--- config.mk ---
export PLATFORM = sky130hd
export DESIGN_NAME = eq_gain_scheduler
export DESIGN_NICKNAME = d
export VERILOG_FILES = /design/src/rtl/eq_gain_scheduler.sv
export SDC_FILE = /design/constraint.sdc
export NUM_CORES = 1
export LEC_CHECK = 0
export ABC_AREA = 1
export CAP_MARGIN = 20
export CORE_AREA = 10 10 155 157
export CTS_CLUSTER_DIAMETER = 80
export CTS_CLUSTER_SIZE = 14
export DETAILED_ROUTE_END_ITERATION = 8
export DIE_AREA = 0 0 165 167
export GPL_TIMING_DRIVEN = 0
export SLEW_MARGIN = 20
export SYNTH_ARGS = -nofsm -noshare
export SYNTH_HDL_FRONTEND = slang
export SYNTH_SLANG_ARGS = --single-unit
--- constraint.sdc ---
create_clock -name i_clk -period 5.4 [get_ports i_clk]
set_clock_uncertainty 0.2 [all_clocks]
set_input_delay 1.35 -clock i_clk [delete_from_list [all_inputs] [get_ports i_clk]]
set_output_delay 1.35 -clock i_clk [all_outputs]
set_load 0.01 [all_outputs]
--- src/rtl/eq_gain_scheduler.sv ---
// Six-band EQ gain store; edits mark bands dirty, one dirty band is pushed to the DSP per sample gap.
// Load latency: 1 cycle after i_dsp_done, held SET_CYC cycles; i_doneR aborts. Optional EQ_FLAT_EN adds i_flat.
module eq_gain_scheduler #(
    parameter int          NUM_BANDS  = 6,
    parameter logic [15:0] GAIN_UNITY = 16'h8000,
    parameter logic [15:0] GAIN_STEP  = 16'h0800,
    parameter logic [15:0] GAIN_MIN   = 16'h0000,
    parameter logic [15:0] GAIN_MAX   = 16'hF000,
    parameter int          SET_CYC    = 2
) (
    input  logic        i_clk,
    input  logic        i_rst,
    input  logic [2:0]  i_band,
    input  logic        i_inc,
    input  logic        i_dec,
    input  logic        i_dsp_done,
    input  logic        i_doneR,
`ifdef EQ_FLAT_EN
    input  logic        i_flat,
`endif
    output logic [15:0] o_gain,
    output logic [2:0]  o_set_gain,
    output logic [15:0] o_gain_view,
    output logic        o_pending
);

    typedef enum logic {S_IDLE, S_LOAD} state_t;

    state_t               state_q;
    logic [15:0]          gain_q [NUM_BANDS];
    logic [15:0]          gain_d [NUM_BANDS];
    logic [NUM_BANDS-1:0] dirty_q, dirty_d;
    logic [NUM_BANDS-1:0] edit_mask, load_mask;
    logic [2:0]           last_q, set_gain_q;
    logic [15:0]          gain_out_q;
    logic [7:0]           cnt_q;
    logic                 redirty_q;

    logic        flat;
    logic        band_vld, edit, complete, pick_vld, hit_load, hit_pick;
    logic [2:0]  band_idx, set_idx, pick_idx;
    logic [15:0] cur_gain, inc_val, dec_val, edit_val;
    logic [16:0] inc_sum, dec_diff;
    int          j;

`ifdef EQ_FLAT_EN
    assign flat = i_flat;
`else
    assign flat = 1'b0;
`endif

    assign band_vld = (i_band != 3'd0) && (int'(i_band) <= NUM_BANDS);
    assign band_idx = i_band - 3'd1;
    assign set_idx  = set_gain_q - 3'd1;
    assign cur_gain = band_vld ? gain_q[band_idx] : 16'd0;

    // Saturating arithmetic in 17 bits so a step never wraps past either bound.
    assign inc_sum  = {1'b0, cur_gain} + {1'b0, GAIN_STEP};
    assign dec_diff = {1'b0, cur_gain} - {1'b0, GAIN_STEP};
    assign inc_val  = (inc_sum > {1'b0, GAIN_MAX}) ? GAIN_MAX : inc_sum[15:0];
    assign dec_val  = (dec_diff[16] || (dec_diff[15:0] < GAIN_MIN)) ? GAIN_MIN : dec_diff[15:0];
    assign edit_val = i_inc ? inc_val : dec_val;
    assign edit     = band_vld && (i_inc ^ i_dec) && !flat;

    assign edit_mask = NUM_BANDS'(1) << band_idx;
    assign load_mask = NUM_BANDS'(1) << set_idx;
    assign complete  = (state_q == S_LOAD) && !i_doneR && (cnt_q == 8'(SET_CYC));
    assign hit_load  = flat || (edit && (i_band == set_gain_q));
    assign hit_pick  = flat || (edit && (band_idx == pick_idx));

    always_comb begin
        for (int k = 0; k < NUM_BANDS; k++) begin
            gain_d[k] = gain_q[k];
            if (flat)
                gain_d[k] = GAIN_UNITY;
            else if (edit && (int'(band_idx) == k))
                gain_d[k] = edit_val;
        end
    end

    // An edit or flat landing on the band in flight keeps it dirty past completion.
    always_comb begin
        dirty_d = dirty_q;
        if (complete && !redirty_q)
            dirty_d = dirty_d & ~load_mask;
        if (edit)
            dirty_d = dirty_d | edit_mask;
        if (flat)
            dirty_d = '1;
    end

    // Rotating search starts at the band after the last one fully loaded.
    always_comb begin
        pick_vld = 1'b0;
        pick_idx = 3'd0;
        j        = 0;
        for (int k = 0; k < NUM_BANDS; k++) begin
            j = (int'(last_q) + k) % NUM_BANDS;
            if (!pick_vld && dirty_q[j]) begin
                pick_vld = 1'b1;
                pick_idx = 3'(j);
            end
        end
    end

    always_ff @(posedge i_clk) begin
        if (i_rst) begin
            state_q    <= S_IDLE;
            for (int k = 0; k < NUM_BANDS; k++)
                gain_q[k] <= GAIN_UNITY;
            dirty_q    <= '1;
            last_q     <= 3'd0;
            set_gain_q <= 3'd0;
            gain_out_q <= 16'd0;
            cnt_q      <= 8'd0;
            redirty_q  <= 1'b0;
        end else begin
            for (int k = 0; k < NUM_BANDS; k++)
                gain_q[k] <= gain_d[k];
            dirty_q <= dirty_d;
            case (state_q)
                S_IDLE: begin
                    if (i_dsp_done && !i_doneR && pick_vld) begin
                        state_q    <= S_LOAD;
                        set_gain_q <= pick_idx + 3'd1;
                        gain_out_q <= gain_q[pick_idx];
                        cnt_q      <= 8'd1;
                        redirty_q  <= hit_pick;
                    end
                end
                S_LOAD: begin
                    if (hit_load)
                        redirty_q <= 1'b1;
                    if (i_doneR) begin
                        state_q    <= S_IDLE;
                        set_gain_q <= 3'd0;
                        cnt_q      <= 8'd0;
                    end else if (complete) begin
                        state_q    <= S_IDLE;
                        last_q     <= set_gain_q;
                        set_gain_q <= 3'd0;
                        cnt_q      <= 8'd0;
                    end else begin
                        cnt_q <= cnt_q + 8'd1;
                    end
                end
                default: state_q <= S_IDLE;
            endcase
        end
    end

    assign o_gain      = gain_out_q;
    assign o_set_gain  = set_gain_q;
    assign o_gain_view = cur_gain;
    assign o_pending   = |dirty_q;

endmodule

==> results.toml <==
[placed_design]
gp_congestion = 0.9611
dp_hpwl_mm = 20.27
placed_area_mm2 = 0.009004
place.port_buffers = 44

[synthesis]
async_reset_ff_frac = 0
yosys.area_share.simple = 0.3276
synth_nets = 1104
synth_xor_area_frac = 0.008525
yosysMostFrequentCell = "nand2_1"
synth_warnings = 0
synth_compound_area_frac = 0.1111
synth_top_family_by_area = "simple AND/OR/NAND/NOR gates"
synth_cell_type_count = 49
synth.avg_cell_area_um2 = 7.646
synth_edf_count = 96
yosysTopAreaCell = "edfxtp_1"
ys_seq_elements = 134
yosys_most_used_dff = "edfxtp_1"
netlist.area_leader.share = 0.3507
synth_area_mm2 = 0.008219
synthCells = 1075
synth_mux_area_frac = 0
synthTopCellsByArea = "edfxtp_1 35%, nand2_1 11%, nand3_1 9.8%"
ys_seq_area_frac = 0.4433
synth_common_cells = "241 x nand2_1, 166 x nor2_1, 161 x nand3_1"
synthAdderAreaFrac = 0.03045

[pwr]
powerDensity_mw_per_mm2 = 291.7
totalPowerFinal_w = 0.002866
p_leak_nw = 4.171
ir_drop_uv = 253.5

[cts]
cts.sinks = 134
htree_levels = 4
clk_latency_ns = 0.44
root_buffer = "clkbuf_16"
cts_tree = "built"
cts_buffer_depth = 2
numCtsBuffers = 17
path_clk_slew_ns = 0.06

[critical_path]
crit_path_cell_trace = "dlygate4sd2_1, buf_6, inv_4, buf_12, ha_1, buf_6, clkinvlp_4, buf_6, o21ai_0, o221ai_1, nand2_1, nor2_4, clkdlybuf4s15_2"
startpoint = "i_band[0]"
arrival_ns = 3.72
cpPeakStageDelay_ns = 0.30
r2r-start = "last_q[0]$_SDFFE_PP0P_"
critPathSlowestCell = "ha_1"
worstPathRequired_ns = 3.85
crit_path_end_kind = "output pin"
cp-start-kind = "primary input"
criticalPathCategory = "primary input to output pin"
crit_top_cell = "buf_6"
crit_fanout = 11

[final_layout]
stdcell_area_mm2 = 0.009824
area_growth_pct = 19.53
fin_nets = 1176
diodes = 0
fillerInstances = 2105
layout-drive-gt1-share = 0.1172

[route]
antenna_left = 0
wl_mm = 30.02
dr_total_vias = 8156
drt-initial-drc-count = 849
avgViaCountPerCell = 5.684
wire_per_inst_um = 20.92
drc_errors = 0
dr.pass1.iters = 7

[floorplan]
coreArea_mm2 = 0.02082
ios = 45
start_util = 0.3947
die_area_mm2 = 0.02756
die_width_um = 165
die_h_um = 167
rows = 53

[global_route]
grt_usage = 0.2149
grt_overflow = 0
grt_max_degree = 17
antenna_found_initial = 0
grt_pass1_wl_mm = 45.01
grt_pass1_vias = 7682

[worst_hold_path]
hp-start = "dirty_q[1]$_SDFF_PP1_"
hp-class = "flop to flop"

[timing]
grt_setup_unrepaired = "false"
relSlewSlack = 0.2757
fmax_mhz = 189.6
min_period_over_period = 0.9767
hold_viol_final = 0
worst_slew_pin_slew_ns = 1.084
hold_slack_ns = 0.2871
period_needed_ns = 5.274
drv_slew = 0
setup_viol_count_final = 0

[job]
maxCapViolCount = 0

[status]
outcome = "finished clean"
-- worst max-delay path, delay by kind of cell --
kind	cells	cell delay [ns]
simple gates	2	0.35
compound gates	2	0.35
fa+ha+maj	1	0.30
buf+inv	8	1.36
-- sequential cells by signal, indices dropped and copies added (netlist names) --
| signal | count |
|---|---|
| cnt_q | 8 |
| dirty_q | 6 |
| o_gain | 16 |
| state_q | 1 |
| redirty_q | 1 |
| last_q | 3 |
| o_set_gain | 3 |
| gain_q | 96 |
-- worst paths after layout --
path / cells after the start / end / slack (ns)
setup / recovery: 13 / o_gain_view[1] / 0.13
hold / removal: 2 / dirty_q[1]$_SDFF_PP1_ / 0.29
setup reg to reg: 24 / o_gain[15]$_SDFFE_PP0P_ / 1.09
hold reg to reg: 2 / dirty_q[1]$_SDFF_PP1_ / 0.29
-- cells in the final DEF (no fill, tap or decap), drive strengths merged, types with 2 or more instances in the layout --
cell / n
nor2: 171
edfxtp: 96
or2: 3
ha: 20
nor4: 4
clkdlybuf4s50: 27
dfxtp: 38
o221ai: 5
nand3: 173
nand3b: 2
nand2: 246
a31oi: 8
clkinv: 10
dlygate4sd2: 15
xor2: 6
inv: 82
xnor2: 2
clkbuf: 36
a21oi: 46
o41ai: 6
o21ai: 76
buf: 47
o22ai: 3
nand4: 10
nor3: 5
o211ai: 3
clkinvlp: 3
bufinv: 4
-- routing by layer --
metal / up-vias / global-route usage / wire, um
li1: 3794 / - / -
met1: 3802 / 0.2692 / 11940
met2: 455 / 0.3363 / 13780
met3: 105 / 0.05449 / 3003
met4: 0 / 0.1021 / 1300
met5: - / 0 / 0
-- timing repair --
action                                  in CTS  in global routing
setup buffers                                9                  0
hold buffers                                 0                  0
cloned                                       0                  1
pin swaps                                    8                  3
gates resized for setup                     54                  7
endpoints found under the setup margin     112                 11
-- final cells by class --
cell class / count / area (um2) / share of cell area
Buffer: 56 / 399.1 / 0.04063
Inverter: 84 / 321.6 / 0.03273
Timing Repair Buffer: 54 / 518.0 / 0.05273
Clock inverter: 15 / 185.2 / 0.01885
Multi-Input combinational cell: 800 / 3988 / 0.4059
Sequential cell: 134 / 3643 / 0.3709
Clock buffer: 17 / 425.4 / 0.04330
Tap cell: 275 / 344.1 / 0.03502
-- through the flow --
stage / utilization / setup slack, ns / cells / TNS (ns)
6_report: 0.4718 / 0.1256 / 1435 / 0
5_1_grt: 0.4718 / 0.02262 / 1435 / 0
4_1_cts: 0.4704 / 0.004296 / 1435 / 0
3_5_place_dp: 0.4324 / -1.450 / 1394 / -131.38
3_3_place_gp: 0.4324 / -1.442 / 1394 / -125.61
2_1_floorplan: - / 0.6576 / 1075 / 0
-- cells by family after synthesis --
| family | after synthesis |
|---|---|
| compound gates | 156 |
| xor+xnor | 8 |
| fa+ha+maj | 20 |
| buf+inv | 141 |
| flops | 134 |
| simple gates | 616 |
-- power breakdown --
| part | switching [W] | internal (W) |
|---|---|---|
| logic | 0.000311 | 0.000157 |
| clock network | 0.000461 | 0.000765 |
| registers | 0.0000252 | 0.00115 |
(Power assumes the default switching activity.)
